==> config.mk <==
export PLATFORM = sky130hd
export DESIGN_NAME = seq_detect_scheduler
export DESIGN_NICKNAME = d
export VERILOG_FILES = /design/src/rtl/seq_sched_pkg.sv /design/src/rtl/rr_arbiter.sv /design/src/rtl/seq_detect_scheduler.sv
export SDC_FILE = /design/constraint.sdc
export NUM_CORES = 1
export LEC_CHECK = 0
export ABC_AREA = 1
export CORE_MARGIN = 5
export CORE_UTILIZATION = 40
export DETAILED_ROUTE_END_ITERATION = 10
export HOLD_SLACK_MARGIN = 0.1
export PLACE_DENSITY = 0.76
export SLEW_MARGIN = 20
export SYNTH_ARGS = -nofsm -noshare
export SYNTH_HDL_FRONTEND = slang
export SYNTH_SLANG_ARGS = --single-unit
==> constraint.sdc <==
create_clock -name clk_o -period 2.4 [get_ports clk_o]
set_clock_uncertainty 0.15 [all_clocks]
set_input_delay 0.48 -clock clk_o [delete_from_list [all_inputs] [get_ports clk_o]]
set_output_delay 0.48 -clock clk_o [all_outputs]
set_load 0.005 [all_outputs]
==> src/rtl/seq_sched_pkg.sv <==
// Shared types and sizing helpers for the sequence-detector scheduler.
package seq_sched_pkg;

    typedef enum logic [1:0] {
        IDLE  = 2'd0,
        CLR   = 2'd1,
        SHIFT = 2'd2,
        DONE  = 2'd3
    } sched_state_t;

    localparam int DEF_N_REQ  = 4;
    localparam int DEF_WORD_W = 8;

    // Wide enough to hold WORD_W itself, so a word that matches on every bit still fits.
    function automatic int cnt_width(input int word_w);
        return $clog2(word_w) + 1;
    endfunction

    function automatic int id_width(input int n_req);
        return (n_req < 2) ? 1 : $clog2(n_req);
    endfunction

endpackage

==> src/rtl/rr_arbiter.sv <==
// Combinational round-robin arbiter: the search starts at i_rr_ptr and wraps
// upward, and the first set request wins.
module rr_arbiter
    import seq_sched_pkg::*;
#(
    parameter int N_REQ = DEF_N_REQ,
    parameter int ID_W  = id_width(DEF_N_REQ)
) (
    input  logic [N_REQ-1:0] i_req,
    input  logic [ID_W-1:0]  i_rr_ptr,
    output logic [N_REQ-1:0] o_win,
    output logic [ID_W-1:0]  o_win_id,
    output logic             o_any
);

    always_comb begin
        o_win    = '0;
        o_win_id = '0;
        o_any    = 1'b0;
        for (int k = 0; k < N_REQ; k++) begin
            if (!o_any && i_req[(int'(i_rr_ptr) + k) % N_REQ]) begin
                o_any                                  = 1'b1;
                o_win_id                               = ID_W'((int'(i_rr_ptr) + k) % N_REQ);
                o_win[(int'(i_rr_ptr) + k) % N_REQ]    = 1'b1;
            end
        end
    end

endmodule

==> src/rtl/seq_detect_scheduler.sv <==
// Time-shares one serial sequence detector among N_REQ requesters: it grants
// round-robin, clears the detector, shifts the word MSB-first and counts matches.
module seq_detect_scheduler
    import seq_sched_pkg::*;
#(
    parameter int N_REQ  = DEF_N_REQ,
    parameter int WORD_W = DEF_WORD_W,
    parameter int CNT_W  = cnt_width(WORD_W),
    parameter int ID_W   = id_width(N_REQ)
) (
    input  logic                      clk_o,
    input  logic                      reset,
    input  logic [N_REQ-1:0]          req,
    input  logic [N_REQ*WORD_W-1:0]   word_i,
    output logic [N_REQ-1:0]          gnt,
    output logic                      det_clr,
    output logic                      det_x,
    input  logic                      det_z,
    output logic                      busy,
    output logic                      done,
    output logic [ID_W-1:0]           done_id,
    output logic [CNT_W-1:0]          match_cnt
);

    localparam logic [CNT_W-1:0] LAST_BIT = CNT_W'(WORD_W - 1);
    localparam logic [ID_W-1:0]  LAST_ID  = ID_W'(N_REQ - 1);

    sched_state_t      r_state;
    sched_state_t      w_next;

    logic [N_REQ-1:0]  w_win;
    logic [ID_W-1:0]   w_win_id;
    logic              w_any;
    logic [N_REQ-1:0]  w_gnt;
    logic              w_det_x;
    logic [WORD_W-1:0] w_word;

    logic [ID_W-1:0]   r_rr_ptr;
    logic [WORD_W-1:0] r_shift;
    logic [CNT_W-1:0]  r_bit_idx;
    logic [ID_W-1:0]   r_id;
    logic              r_det_clr;
    logic              r_busy;
    logic              r_done;
    logic [ID_W-1:0]   r_done_id;
    logic [CNT_W-1:0]  r_match_cnt;

    rr_arbiter #(
        .N_REQ (N_REQ),
        .ID_W  (ID_W)
    ) u_arb (
        .i_req    (req),
        .i_rr_ptr (r_rr_ptr),
        .o_win    (w_win),
        .o_win_id (w_win_id),
        .o_any    (w_any)
    );

    assign w_word = word_i[int'(w_win_id) * WORD_W +: WORD_W];

    always_comb begin
        w_next  = r_state;
        w_gnt   = '0;
        w_det_x = 1'b0;
        case (r_state)
            IDLE: begin
                if (w_any) begin
                    w_gnt  = w_win;
                    w_next = CLR;
                end
            end
            CLR: begin
                w_next = SHIFT;
            end
            SHIFT: begin
                w_det_x = r_shift[WORD_W-1];
                if (r_bit_idx == LAST_BIT) begin
                    w_next = DONE;
                end
            end
            DONE: begin
                w_next = IDLE;
            end
            default: begin
                w_next = IDLE;
            end
        endcase
    end

    always_ff @(posedge clk_o or negedge reset) begin
        if (!reset) begin
            r_state <= IDLE;
        end else begin
            r_state <= w_next;
        end
    end

    // Status flags are registered from the next state so they line up with the state they describe.
    always_ff @(posedge clk_o or negedge reset) begin
        if (!reset) begin
            r_rr_ptr    <= '0;
            r_shift     <= '0;
            r_bit_idx   <= '0;
            r_id        <= '0;
            r_det_clr   <= 1'b0;
            r_busy      <= 1'b0;
            r_done      <= 1'b0;
            r_done_id   <= '0;
            r_match_cnt <= '0;
        end else begin
            r_det_clr <= (w_next == CLR);
            r_busy    <= (w_next != IDLE);
            r_done    <= (w_next == DONE);
            if (w_next == DONE) begin
                r_done_id <= r_id;
            end
            case (r_state)
                IDLE: begin
                    if (w_any) begin
                        r_shift <= w_word;
                        r_id    <= w_win_id;
                    end
                end
                CLR: begin
                    r_match_cnt <= '0;
                    r_bit_idx   <= '0;
                end
                SHIFT: begin
                    if (det_z && (r_match_cnt != '1)) begin
                        r_match_cnt <= r_match_cnt + 1'b1;
                    end
                    r_shift   <= r_shift << 1;
                    r_bit_idx <= r_bit_idx + 1'b1;
                end
                DONE: begin
                    r_rr_ptr <= (r_id == LAST_ID) ? '0 : r_id + 1'b1;
                end
                default: begin
                end
            endcase
        end
    end

    // The grant is combinational, so it is gated to keep it low while reset is held.
    assign gnt       = reset ? w_gnt : '0;
    assign det_x     = w_det_x;
    assign det_clr   = r_det_clr;
    assign busy      = r_busy;
    assign done      = r_done;
    assign done_id   = r_done_id;
    assign match_cnt = r_match_cnt;

endmodule

# Yosys cells after proc, flatten, opt, wreduce, memory -nomap -nowiden
# Index checks and enable logic that the tools add are counted.
# W data, S select, Z words.
# classes
addsub,6
mul,0
div,0
order_cmp,8
n_eq_ne,10
shift,1
mux,44
bitwise_logic,6
reduce_logical,21
# ops
op,count
$mux W4,8
$shiftx A32 B6 Y8,1
$mux W1,16
$pmux W4 S2,2
$pmux W8 S2,1
$mux W2,7
$lt A3 B4 Y1 const B,3
$or A4 B4 Y4,3
$ge A3 B1 Y1 const B,3
$add A4 B1 Y4 const B,2
$bmux W1 S2,4
$demux W1 S2,4
$eq A2 B2 Y1 const B,4
$logic_and A1 B1 Y1,8
$mux W8,1
$pmux W2 S4,1
$reduce_and A2 Y1,3
$reduce_bool A2 Y1,3
$reduce_or A2 Y1,3
$add A2 B1 Y2 const B,2
$add A2 B2 Y2 const B,2
$eq A2 B1 Y1 const B,2
$eq A4 B3 Y1 const B,1
$ne A4 B4 Y1 const B,1
other kinds (7),11
# totals
regBits,27
latch_bits,0
mem_bits_rw,0
rom_bits,0
input_bits,39
out_inout_bits,14
elab_cells,106
n_memories,0

# Longest topological paths before layout
# depth
depth_word,17
ltp_mapped,16

# Cells and area by module
# A second synthesis with hierarchy kept.
# unflattened
cells_unflattened,275
hier_area_um2,2001.9
# modules_own_cells
mod,instances,cells_each,area_each_um2
seq_detect_scheduler,1,201,1561.5
rr_arbiter,1,74,440.4

# Worst setup path after synthesis
# No wires, ideal clock.
# synth_timing
path_kind,reg2out
start,reg r_rr_ptr[0]
end,out gnt[0]
arrival_time_ps,1766
t_required_ps,1770
setup_slack_ps,4
stages_incl_launch_ff,10
path_buffers,1
cell_sequence,dfrtp_1 > buf_6 > inv_8 > ha_1 > o21ai_1 > nand3b_4 > nand2_4 > nor2_1 > nand2_1 > inv_1
# synth_via
elab_chain_cells,16
# synth_lines
element,line,text
from (decl),seq_detect_scheduler.sv:38,logic [ID_W-1:0] r_rr_ptr;
from (signal assigned),seq_detect_scheduler.sv:136,r_rr_ptr <= (r_id == LAST_ID) ? '0 : r_id + 1'b1;
$add A2 B1 Y2,"rr_arbiter.sv:21, rr_arbiter.sv:24",
$reduce_or A2 Y1 (no source line),n/a,
$and A1 B1 Y1 (no source line),n/a,
$lt A3 B4 Y1 (not written as such) / $ge A3 B1 Y1 (equally long branches),rr_arbiter.sv:24,o_win[(int'(i_rr_ptr) + k) % N_REQ] = 1'b1;
$logic_and A1 B1 Y1 (not written as such),rr_arbiter.sv:24,
$mux W1 (not written as such),rr_arbiter.sv:24,
$demux W1 S2,n/a,
$or A4 B4 Y4 (no source line),n/a,
$mux W4,rr_arbiter.sv:21,if (!o_any && i_req[(int'(i_rr_ptr) + k) % N_REQ]) begin
$or A4 B4 Y4 (no source line),n/a,
$mux W4,rr_arbiter.sv:21,
$or A4 B4 Y4 (no source line),n/a,
$mux W4,rr_arbiter.sv:21,
$mux W4 (*),seq_detect_scheduler.sv:67,if (w_any) begin
$mux W4 (*),seq_detect_scheduler.sv:65,case (r_state)
$mux W4 (*),seq_detect_scheduler.sv:145,assign gnt = reset ? w_gnt : '0;
to (decl),seq_detect_scheduler.sv:15,"output logic [N_REQ-1:0] gnt,"
# Mark *: on every way between the ends. The rest lies on a longest branch, timed or not. The select of a mux whose other input is x is not followed.

# Worst setup path after layout
# Ends and elaborated chain as after synthesis.

==> flow_summary.json <==
{
  "outcome": "finished with violations",
  "violations": "setup timing",
  "synth_top_cells_by_count": "nand2_1, inv_1, nand3_1",
  "cts_tree": "yes",
  "grt_pass1_vias": 2242,
  "die-area_mm2": 0.00719,
  "drt.antenna.violating_nets": 0,
  "worst_slack_ns": -0.356,
  "grt_antenna_before_repair": 0,
  "area_growth_pct": 51.9,
  "worstPathRequired_ns": 1.77,
  "p_int_uw": 2740,
  "first_pass_iters": 5,
  "num_rows": 27,
  "hp-class": "reg2reg",
  "grt_max_degree": 28,
  "synth_top_area_share": 0.302,
  "via_per_inst": 4.80,
  "clkSlewWorstSetupHoldPaths_ns": 0.09,
  "drc_errors": 0,
  "power_density_mw_per_mm2": 1600,
  "switching_share": 0.496,
  "totalWireLength_um": 6520,
  "place_inst": 466,
  "top_level_ports": 53,
  "slew_violations": 0,
  "fmax_mhz": 363,
  "htree_num_levels": 1,
  "setup_violations": 8,
  "initial_core_util": 0.409,
  "slew_headroom": 0.769,
  "ys.warnings.count": 0,
  "min_path_cells": 2,
  "worst_pin_slew_ns": 0.347,
  "cp_cell_sequence": "inv_8 > ha_4 > inv_2 > buf_4 > nand3_1 > nand2_2 > nor2_2 > inv_1 > o2111ai_1 > nand2_1 > inv_1 > buf_2",
  "syn_nets": 385,
  "timing.max_cap.violations": 0,
  "grt_pass1_wl_um": 10200,
  "async_reset_ff_frac": 1.00,
  "postSynthAreaPerCell_um2": 6.78,
  "globalRoute.totalOverflow": 0,
  "seqCellArea_um2": 677,
  "combPwrFrac": 0.803,
  "cts_made_buffers": 3,
  "start_kind": "flop",
  "critPathMaxStageDelay_ns": 0.45,
  "r2r_cells": 18,
  "cts_sinks": 27,
  "cp.arrival_ns": 2.13,
  "grt_usage": 0.169,
  "clock_path_buffers": 2,
  "nets": 480,
  "multi_input_area_mm2": 0.00146,
  "rsz0062_at_grt": "true",
  "yosysMostFrequentCell": "nand2_1",
  "crit_fanout": 4,
  "p_total_uw": 5430,
  "fin_crit_sh": 1.15,
  "hpwl_um": 4200,
  "p_clk_frac": 0.047,
  "hold_violations": 0,
  "period_needed_ns": 2.76,
  "crit_type": "reg2out",
  "num-fill-cells": 469,
  "synth.area.top_cells": "dfrtp_1, nand2_1, nand3_1, inv_1, ha_1",
  "irDropWorstVdd_mv": 0.769,
  "leakage_uw": 0.00186,
  "clock_latency_ns": 0.27,
  "synth_seq_cells": 27,
  "antenna-diode-count": 0,
  "synth_area_mm2": 0.00224,
  "seqPwrFrac": 0.150,
  "drive_above_1_share": 0.252,
  "post-synth-top-area-cell": "dfrtp_1",
  "drt-initial-drc-count": 108,
  "place_congestion": 1.00,
  "crit_slowest_cell": "dfrtp_2",
  "synthFlopType": "dfrtp_1",
  "port-buffer-count": 52,
  "synth-edff-count": 0,
  "wire_per_inst_um": 13.1,
  "cp-end-kind": "output port",
  "synth_cell_types": 31,
  "coreArea_mm2": 0.00547,
  "root_buffer": "clkbuf_8",
  "synth_seq_area_share": 0.302,
  "fp.dieW_um": 84.8,
  "final_cell_count_no_fill": 496,
  "die_h_um": 84.8,
  "p_sw_uw": 2690,
  "cpMostUsedCell": "inv_1",
  "num_vias": 2382,
  "netlist_instances": 330
}
cell type report:
| cell class | instances | share of cell area |
|---|---|---|
| Sequential cell | 27 | 0.199 |
| Clock buffer | 4 | 0.0132 |
| Multi-Input combinational cell | 234 | 0.428 |
| Tap cell | 72 | 0.0265 |
| Inverter | 63 | 0.0747 |
| Timing Repair Buffer | 96 | 0.259 |
layout by cell type (no fill, tap or decap), drive strengths merged:
cell           count
nand2            110
inv               62
nand3             53
buf               48
clkdlybuf4s50     44
dfrtp             27
nor2              24
ha                16
a21oi              9
o21ai              9
dlygate4sd2        4
o2111ai            4
clkbuf             4
nand4              2
nor3               1
nand3b             1
a21o               1
o211ai             1
clkinv             1
mux2i              1
a21boi             1
xor2               1
final timing paths:
check / startpoint / end / slack, ns
min: r_shift[6]$_DFFE_PN0P_ / r_shift[6]$_DFFE_PN0P_ / 0.33
min in group asynchronous: reset / done_id[1]$_DFFE_PN0P_ / 0.47
max reg2reg: r_rr_ptr[0]$_DFFE_PN0N_ / r_shift[7]$_DFFE_PN0P_ / -0.03
min reg2reg: r_shift[6]$_DFFE_PN0P_ / r_shift[6]$_DFFE_PN0P_ / 0.33
max: r_rr_ptr[0]$_DFFE_PN0N_ / gnt[0] / -0.36
max in group asynchronous: reset / r_rr_ptr[0]$_DFFE_PN0N_ / 1.36
cell families (layout without fill, tap and decap cells):
logic type	after synthesis	in the layout	synth area share
mux	1	1	0.00447
simple gates	189	191	0.397
compound gates	25	25	0.0660
fa+ha+maj	16	16	0.0894
flops	27	27	0.302
buf+inv	71	163	0.137
xor+xnor	1	1	0.00391
power by group through the flow:
| stage | Clock [µW] | Sequential [µW] | Combinational [µW] |
|---|---|---|---|
| after floorplan | 0 | 800 | 2210 |
| after global placement | 0 | 808 | 3050 |
| after detailed placement | 0 | 811 | 3130 |
| after CTS | 261 | 809 | 3610 |
| after global routing | 292 | 849 | 4770 |
| final | 255 | 817 | 4360 |
registers in the layout, summed over array words and instances, names as in the netlist:
| signal | cells |
|---|---|
| busy | 1 |
| det_clr | 1 |
| done_id | 2 |
| r_shift | 8 |
| match_cnt | 4 |
| r_state | 2 |
| r_rr_ptr | 2 |
| done | 1 |
| r_id | 2 |
| r_bit_idx | 4 |
repair_timing:
item,in CTS,in global routing
setup endpoints to repair,12,14
setup buffers,14,10
pin swaps,9,13
gates resized for setup,46,33
hold buffers,0,0
gates cloned,0,2
per-stage QoR:
stage	hold slack, ns	util	instance area [µm²]	setup WS [ns]	TNS (ns)
detailed placement	0.318	0.537	2940	-0.677	-4.71
finish	0.334	0.621	3400	-0.356	-1.40
floorplan	0.0344	-	2240	0.00429	0
global route	0.358	0.621	3400	-0.522	-2.82
global placement	0.313	0.537	2940	-0.636	-3.95
CTS	0.342	0.579	3170	-0.307	-1.02
per-layer routing:
layer  up-vias  wire length, µm  track usage
li1       1212                -            -
met1      1067             2890        0.224
met2        82             3140        0.282
met3        21              323       0.0285
met4         0              168       0.0460
met5         -                0            0
worst max-delay path: cells and delay by family, from the launching register on:
kind	cells	cell delay, ns
AO/OA/AOI/OAI	1	0.21
adder cells (fa/ha/maj)	1	0.30
buffers and inverters	6	0.46
flip-flops	1	0.45
AND/OR/NAND/NOR	4	0.43
No activity file was read; power rests on OpenSTA's default activity.
